[config.mk]
export PLATFORM = sky130hd
export DESIGN_NAME = mac_block_flat
export DESIGN_NICKNAME = d
export VERILOG_FILES = /design/src/rtl/mac_block_if.sv /design/src/rtl/mac_block.sv /design/src/flat_wrapper.sv
export SDC_FILE = /design/constraint.sdc
export NUM_CORES = 2
export LEC_CHECK = 0
export CAP_MARGIN = 25
export CORE_ASPECT_RATIO = 1.4
export CORE_MARGIN = 8
export CORE_UTILIZATION = 55
export CTS_CLUSTER_DIAMETER = 150
export CTS_CLUSTER_SIZE = 25
export DETAILED_ROUTE_END_ITERATION = 10
export PLACE_DENSITY = 0.85
export SLEW_MARGIN = 40
export SYNTH_ARGS = -nofsm -noshare
export SYNTH_HDL_FRONTEND = slang
export SYNTH_SLANG_ARGS = --single-unit
export TNS_END_PERCENT = 10
[constraint.sdc]
create_clock -name clk -period 9.66 [get_ports clk]
set_clock_uncertainty 0.05 [all_clocks]
set_input_delay 1.932 -clock clk [delete_from_list [all_inputs] [get_ports clk]]
set_output_delay 1.932 -clock clk [all_outputs]
set_load 0.01 [all_outputs]
[src/rtl/mac_block_if.sv]
// Stream bundle for mac_block: one 64-bit upstream AXI-Stream plus LANES
// independent 8-bit downstream lanes. The slave side is the framing block.
interface mac_block_if #(
    parameter int unsigned LANES = 8
);
    logic                  s_axis_input_tvalid;
    logic                  s_axis_input_tready;
    logic [63:0]           s_axis_input_tdata;
    logic                  s_axis_input_tlast;
    logic [LANES-1:0]      m_axis_output_tvalid;
    logic [LANES-1:0]      m_axis_output_tready;
    logic [LANES-1:0][7:0] m_axis_output_tdata;
    logic [LANES-1:0]      m_axis_output_tlast;

    modport master (
        output s_axis_input_tvalid,
        output s_axis_input_tdata,
        output s_axis_input_tlast,
        output m_axis_output_tready,
        input  s_axis_input_tready,
        input  m_axis_output_tvalid,
        input  m_axis_output_tdata,
        input  m_axis_output_tlast
    );

    modport slave (
        input  s_axis_input_tvalid,
        input  s_axis_input_tdata,
        input  s_axis_input_tlast,
        input  m_axis_output_tready,
        output s_axis_input_tready,
        output m_axis_output_tvalid,
        output m_axis_output_tdata,
        output m_axis_output_tlast
    );
endinterface

[src/rtl/mac_block.sv]
// mac_block: transmit-side MAC framing. Spreads each 64-bit upstream word
// round-robin over LANES byte lanes, cuts every lane into FRAME_BYTES frames
// and completes a short final frame with PAD_BYTE. Each lane has its own
// first-word-fall-through FIFO and drains independently.
module mac_block #(
    parameter int unsigned LANES       = 8,
    parameter int unsigned FRAME_BYTES = 239,
    parameter int unsigned FIFO_DEPTH  = 16,
    parameter logic [7:0]  PAD_BYTE    = 8'h00
) (
    input  logic        clk,
    input  logic        reset,
    mac_block_if.slave  axis,
    output logic        pad_active,
    output logic [15:0] frame_count
);
    localparam int unsigned W  = 8 / LANES;
    localparam int unsigned PW = $clog2(FIFO_DEPTH);
    localparam int unsigned LW = PW + 1;
    localparam int unsigned CW = $clog2(FRAME_BYTES + 1);

    typedef enum logic {
        STREAM,
        PAD
    } state_t;

    state_t state, stateNext;

    logic [CW-1:0]                      cnt, cntNext;
    logic [LANES-1:0][FIFO_DEPTH-1:0][8:0] mem;
    logic [LANES-1:0][PW-1:0]           wrPtr;
    logic [LANES-1:0][PW-1:0]           rdPtr;
    logic [LANES-1:0][LW-1:0]           level;
    logic [LANES-1:0]                   pop;
    logic [LW-1:0]                      pushCount;
    logic                               roomWord, roomPad;
    logic                               wordAccept, padWrite, frameDone;

    // Free-space summary across all lanes: room for a whole word / one pad byte.
    always_comb begin
        roomWord = 1'b1;
        roomPad  = 1'b1;
        for (int unsigned l = 0; l < LANES; l++) begin
            if (level[l] > LW'(FIFO_DEPTH - W)) roomWord = 1'b0;
            if (level[l] == LW'(FIFO_DEPTH))    roomPad  = 1'b0;
        end
    end

    // Next state, shared byte counter and push control.
    always_comb begin
        stateNext                = state;
        cntNext                  = cnt;
        axis.s_axis_input_tready = 1'b0;
        pad_active               = 1'b0;
        wordAccept               = 1'b0;
        padWrite                 = 1'b0;
        frameDone                = 1'b0;
        pushCount                = '0;
        unique case (state)
            STREAM: begin
                // Held low while reset is asserted so the reset value is 0.
                axis.s_axis_input_tready = roomWord && !reset;
                wordAccept = roomWord && !reset && axis.s_axis_input_tvalid;
                if (wordAccept) begin
                    pushCount = LW'(W);
                    if (cnt == CW'(FRAME_BYTES - W)) begin
                        cntNext   = '0;
                        frameDone = 1'b1;
                    end else begin
                        cntNext = cnt + CW'(W);
                        if (axis.s_axis_input_tlast) stateNext = PAD;
                    end
                end
            end
            PAD: begin
                pad_active = 1'b1;
                padWrite   = roomPad;
                if (roomPad) begin
                    pushCount = LW'(1);
                    if (cnt == CW'(FRAME_BYTES - 1)) begin
                        cntNext   = '0;
                        frameDone = 1'b1;
                        stateNext = STREAM;
                    end else begin
                        cntNext = cnt + CW'(1);
                    end
                end
            end
            default: stateNext = STREAM;
        endcase
    end

    // State, byte counter and completed-frame counter registers.
    always_ff @(posedge clk) begin
        if (reset) begin
            state       <= STREAM;
            cnt         <= '0;
            frame_count <= '0;
        end else begin
            state <= stateNext;
            cnt   <= cntNext;
            if (frameDone) frame_count <= frame_count + 16'd1;
        end
    end

    // Lane FIFO storage: W bytes per lane per word, or one pad byte per lane.
    always_ff @(posedge clk) begin
        if (reset) begin
            mem   <= '0;
            wrPtr <= '0;
            rdPtr <= '0;
            level <= '0;
        end else begin
            for (int unsigned l = 0; l < LANES; l++) begin
                if (wordAccept) begin
                    for (int unsigned j = 0; j < W; j++) begin
                        mem[l][wrPtr[l] + PW'(j)] <=
                            {(32'(cnt) + j) == (FRAME_BYTES - 1),
                             axis.s_axis_input_tdata[8*(l + j*LANES) +: 8]};
                    end
                end else if (padWrite) begin
                    mem[l][wrPtr[l]] <= {cnt == CW'(FRAME_BYTES - 1), PAD_BYTE};
                end
                wrPtr[l] <= wrPtr[l] + pushCount[PW-1:0];
                if (pop[l]) rdPtr[l] <= rdPtr[l] + PW'(1);
                level[l] <= level[l] + pushCount - LW'(pop[l]);
            end
        end
    end

    // Fall-through lane outputs straight from each FIFO head.
    always_comb begin
        for (int unsigned l = 0; l < LANES; l++) begin
            axis.m_axis_output_tvalid[l] = (level[l] != '0);
            {axis.m_axis_output_tlast[l], axis.m_axis_output_tdata[l]} = mem[l][rdPtr[l]];
            pop[l] = (level[l] != '0) && axis.m_axis_output_tready[l];
        end
    end
endmodule

[src/flat_wrapper.sv]
// flat-port wrapper written by rule: the top's interface ports become plain ports
module mac_block_flat 
#(
    parameter int unsigned LANES       = 8,
    parameter int unsigned FRAME_BYTES = 239,
    parameter int unsigned FIFO_DEPTH  = 16,
    parameter logic [7:0]  PAD_BYTE    = 8'h00
)
  (clk, reset, pad_active, frame_count, axis_s_axis_input_tvalid, axis_s_axis_input_tdata, axis_s_axis_input_tlast, axis_m_axis_output_tready, axis_s_axis_input_tready, axis_m_axis_output_tvalid, axis_m_axis_output_tdata, axis_m_axis_output_tlast);
  mac_block_if #(.LANES(LANES)) axis_i ();
  input  logic clk;
  input  logic reset;
  output logic pad_active;
  output logic [15:0] frame_count;
  input wire logic [$bits(axis_i.s_axis_input_tvalid)-1:0] axis_s_axis_input_tvalid;
  input wire logic [$bits(axis_i.s_axis_input_tdata)-1:0] axis_s_axis_input_tdata;
  input wire logic [$bits(axis_i.s_axis_input_tlast)-1:0] axis_s_axis_input_tlast;
  input wire logic [$bits(axis_i.m_axis_output_tready)-1:0] axis_m_axis_output_tready;
  output wire logic [$bits(axis_i.s_axis_input_tready)-1:0] axis_s_axis_input_tready;
  output wire logic [$bits(axis_i.m_axis_output_tvalid)-1:0] axis_m_axis_output_tvalid;
  output wire logic [$bits(axis_i.m_axis_output_tdata)-1:0] axis_m_axis_output_tdata;
  output wire logic [$bits(axis_i.m_axis_output_tlast)-1:0] axis_m_axis_output_tlast;
  assign axis_i.s_axis_input_tvalid = axis_s_axis_input_tvalid;
  assign axis_i.s_axis_input_tdata = axis_s_axis_input_tdata;
  assign axis_i.s_axis_input_tlast = axis_s_axis_input_tlast;
  assign axis_i.m_axis_output_tready = axis_m_axis_output_tready;
  assign axis_s_axis_input_tready = axis_i.s_axis_input_tready;
  assign axis_m_axis_output_tvalid = axis_i.m_axis_output_tvalid;
  assign axis_m_axis_output_tdata = axis_i.m_axis_output_tdata;
  assign axis_m_axis_output_tlast = axis_i.m_axis_output_tlast;
  mac_block #(.LANES(LANES), .FRAME_BYTES(FRAME_BYTES), .FIFO_DEPTH(FIFO_DEPTH), .PAD_BYTE(PAD_BYTE)) u_core (.clk(clk), .reset(reset), .axis(axis_i), .pad_active(pad_active), .frame_count(frame_count));
endmodule
==> impl_metrics.csv <==
group,metric,value,unit
run_status,status,"finished clean",
global_route,grt_use_total,0.259,
die,dieArea,112000,µm²
worst_setup_path,crit_fanout,49,
pwr,internal-power,7510,µW
cts,cts.repair.resized,0,
place,dp_hpwl,102000,µm
timing,fmax,183,MHz
worst_setup_path,cp-end-kind,"output pin",
pwr,power_density,180,nW/µm²
cts,post-cts-setup-buffers,0,
min_path,hold_start,"u_core.mem[128]",
die,start_util,0.553,
cts,cts-buffers-inserted,57,
drt,ant_nets,0,
global_route,grt_first_pass_wirelength,237000,µm
drt,wl_per_cell,24.6,µm
job,maxCapViolCount,0,
drt,vias,42300,
timing,finalCriticalPeriod,5.46,ns
synth,async_flop_share,0,
drt,first_pass_iters,7,
cts,htree_levels,2,
synth,synth_fp_nets,5126,
synth,synth_area_leaders,"dfxtp_1 (46%), mux4_2 (15%), a22o_1 (9.3%)",
pwr,vdd_drop_max,179,µV
synth,synthMuxAreaShare,0.166,
synth,synth_flop_cell,"dfxtp_1",
min_path,hold_path_class,"reg2reg",
min_path,min_path_cells,1,
global_route,grt_overflow,0,
die,rows,138,
drt,vias_per_cell,6.83,
finish,fin_util,0.595,
synth,synth_top_family_by_area,"compound AO/OA/AOI/OAI gates",
worst_setup_path,reg2regPathDepth,17,
synth,synthSimpleGateAreaFrac,0.107,
finish,area_growth,7.53,%
min_path,whs_endpoint,"u_core.mem[128]",
timing,final_max_slew_viol_count,0,
synth,synth_compound_area_frac,0.191,
synth,synth_edf_count,0,
pwr,switching_share,0.303,
synth,yosysWarnings,0,
synth,synthCells,4948,
cts,clk_pin_slew,0.09,ns
timing,hold_viol,0,
timing,setup_tns,0,ns
finish,drive_gt1_frac,0.134,
global_route,grt_pass1_vias,42100,
die,io_pins,174,
synth,avgSynthCellArea,11.2,µm²
drt,wl,152000,µm
worst_setup_path,r2r_slack,5.20,ns
pwr,p_leak,0.0205,µW
synth,seq_area_frac_synth,0.461,
place,gp_congestion,0.910,
global_route,antenna_found_initial,4,
timing,tightest_slew,0.893,ns
synth,synth_area,55700,µm²
finish,num-nets-final,5033,
cts,cts_tree,"done",
worst_setup_path,path_class,"in2out",
die,die_h,392,µm
cts,clk_latency,0.69,ns
worst_setup_path,worstPathArrival,3.48,ns
finish,layout_common_cells,"dfxtp_1 (1270), a22o_1 (589), mux4_2 (360), nor2_1 (276), o2bb2ai_1 (257)",
die,die_w,285,µm
pwr,p_comb_frac,0.228,
synth,synth_top_area_frac,0.461,
place,portBuffers,173,
worst_setup_path,regToRegStartpoint,"u_core.level[27]",
cts,clk_path_buf_depth,3,
worst_setup_path,critPathLaunchType,"input pin",
synth,synth_top_area_cell,"dfxtp_1",
worst_setup_path,required,7.68,ns
cts,ctsHoldBuffers,0,
timing,grt_setup_unrepaired,"false",
timing,setup_viol,0,
timing,slew_headroom,0.402,
synth,ys_ff_latch,1281,
worst_setup_path,r2r_end,"u_core.level[24]",
die,coreArea,101000,µm²
synth,synth_xor_xnor_area_share,0.00960,
timing,min_period_over_period,0.566,
synth,synth_cell_types,51,
drt,drcViolationCount,0,
pwr,power_switching,3260,µW
finish,final_common_cell,"dfxtp_1",
global_route,grt_max_degree,164,
pwr,p_seq_frac,0.516,
pwr,pwr-share-clk,0.256,
cts,root_buffer,"clkbuf_16",
cts,clock_sinks,1281,
drt,drtIter0Drc,4254,
synth,synthAdderAreaFrac,0.0240,
-- state kept, by name, indices dropped and copies added (netlist names), named ones only --
register,cells
u_core.cnt,8
u_core.frame_count,16
u_core.rdPtr,32
u_core.mem,1024
u_core.level,40
u_core.state,1
u_core.wrPtr,32
-- per-layer routing --
metal | GRT usage | vias up | share of wire
met1 | 0.318 | 20900 | 0.38
met2 | 0.438 | 2324 | 0.48
met3 | 0.0402 | 543 | 0.080
li1 | - | 18500 | -
met5 | 0 | - | 0.000085
met4 | 0.141 | 2 | 0.059
-- cell type report --
type | count | area (µm²)
Clock buffer | 59 | 1480
Timing Repair Buffer | 229 | 2210
Clock inverter | 2 | 28.8
Sequential cell | 1281 | 25700
Multi-Input combinational cell | 3122 | 28200
Tap cell | 1330 | 1660
Antenna cell | 1 | 2.50
Inverter | 164 | 623
Fill cell | 7865 | 40800
-- power by group through the flow --
stage / registers, µW / logic (µW) / clock network [µW]
after floorplan: 5620 / 1840 / 0
after global placement: 5670 / 2350 / 0
after detailed placement: 5670 / 2420 / 0
after CTS: 5550 / 2440 / 2800
after global routing: 5580 / 2690 / 2980
final: 5560 / 2450 / 2760
-- metrics by stage --
stage	std cells	instance area [µm²]	total power [µW]	setup WS [ns]	hold WS [ns]
after CTS	6185	59600	10800	4.14	0.417
after detailed placement	6124	58100	8100	3.81	0.392
final	6188	59800	10800	4.20	0.414
after global routing	6187	59800	11200	4.03	0.426
after floorplan	4948	55700	7460	5.02	0.377
after global placement	6124	57900	8020	3.93	0.388
-- critical path: stages --
cell,delay [ns]
buf_8,0.18
nor4_2,0.17
and4_1,0.31
and3_1,0.18
clkdlybuf4s50_1,0.66
-- cell families after synthesis --
kind of cell | after synthesis
AO/OA/AOI/OAI | 1333
XOR/XNOR | 61
adder cells (fa/ha/maj) | 102
buffers and inverters | 545
flip-flops | 1281
multiplexers | 474
AND/OR/NAND/NOR | 1152
-- worst max path at each step --
| stage | from | end | slack (ns) | cells after the start |
|---|---|---|---|---|
| 2_1_floorplan | reset | axis_s_axis_input_tready | 5.02 | 4 |
| 3_3_place_gp | reset | u_core.level[24] | 3.93 | 16 |
| 3_5_place_dp | reset | u_core.level[24] | 3.81 | 16 |
| 4_1_cts | u_core.rdPtr[8] | axis_m_axis_output_tlast[2] | 4.14 | 4 |
| 5_1_grt | reset | axis_s_axis_input_tready | 4.03 | 5 |
| 6_report | reset | axis_s_axis_input_tready | 4.20 | 5 |
-- synth_stat cells (all sizes together) (46+ instances only) --
cell,n
nand4,46
nand2b,177
a31oi,103
dfxtp,1281
ha,94
o32ai,96
a22o,589
nand2,182
nor2,284
nand3,200
o21ai,107
mux2i,110
a21oi,145
inv,164
mux4,360
buf,134
clkbuf,247
nor2b,112
o2bb2ai,257
No activity file was read; power rests on OpenSTA's default activity.
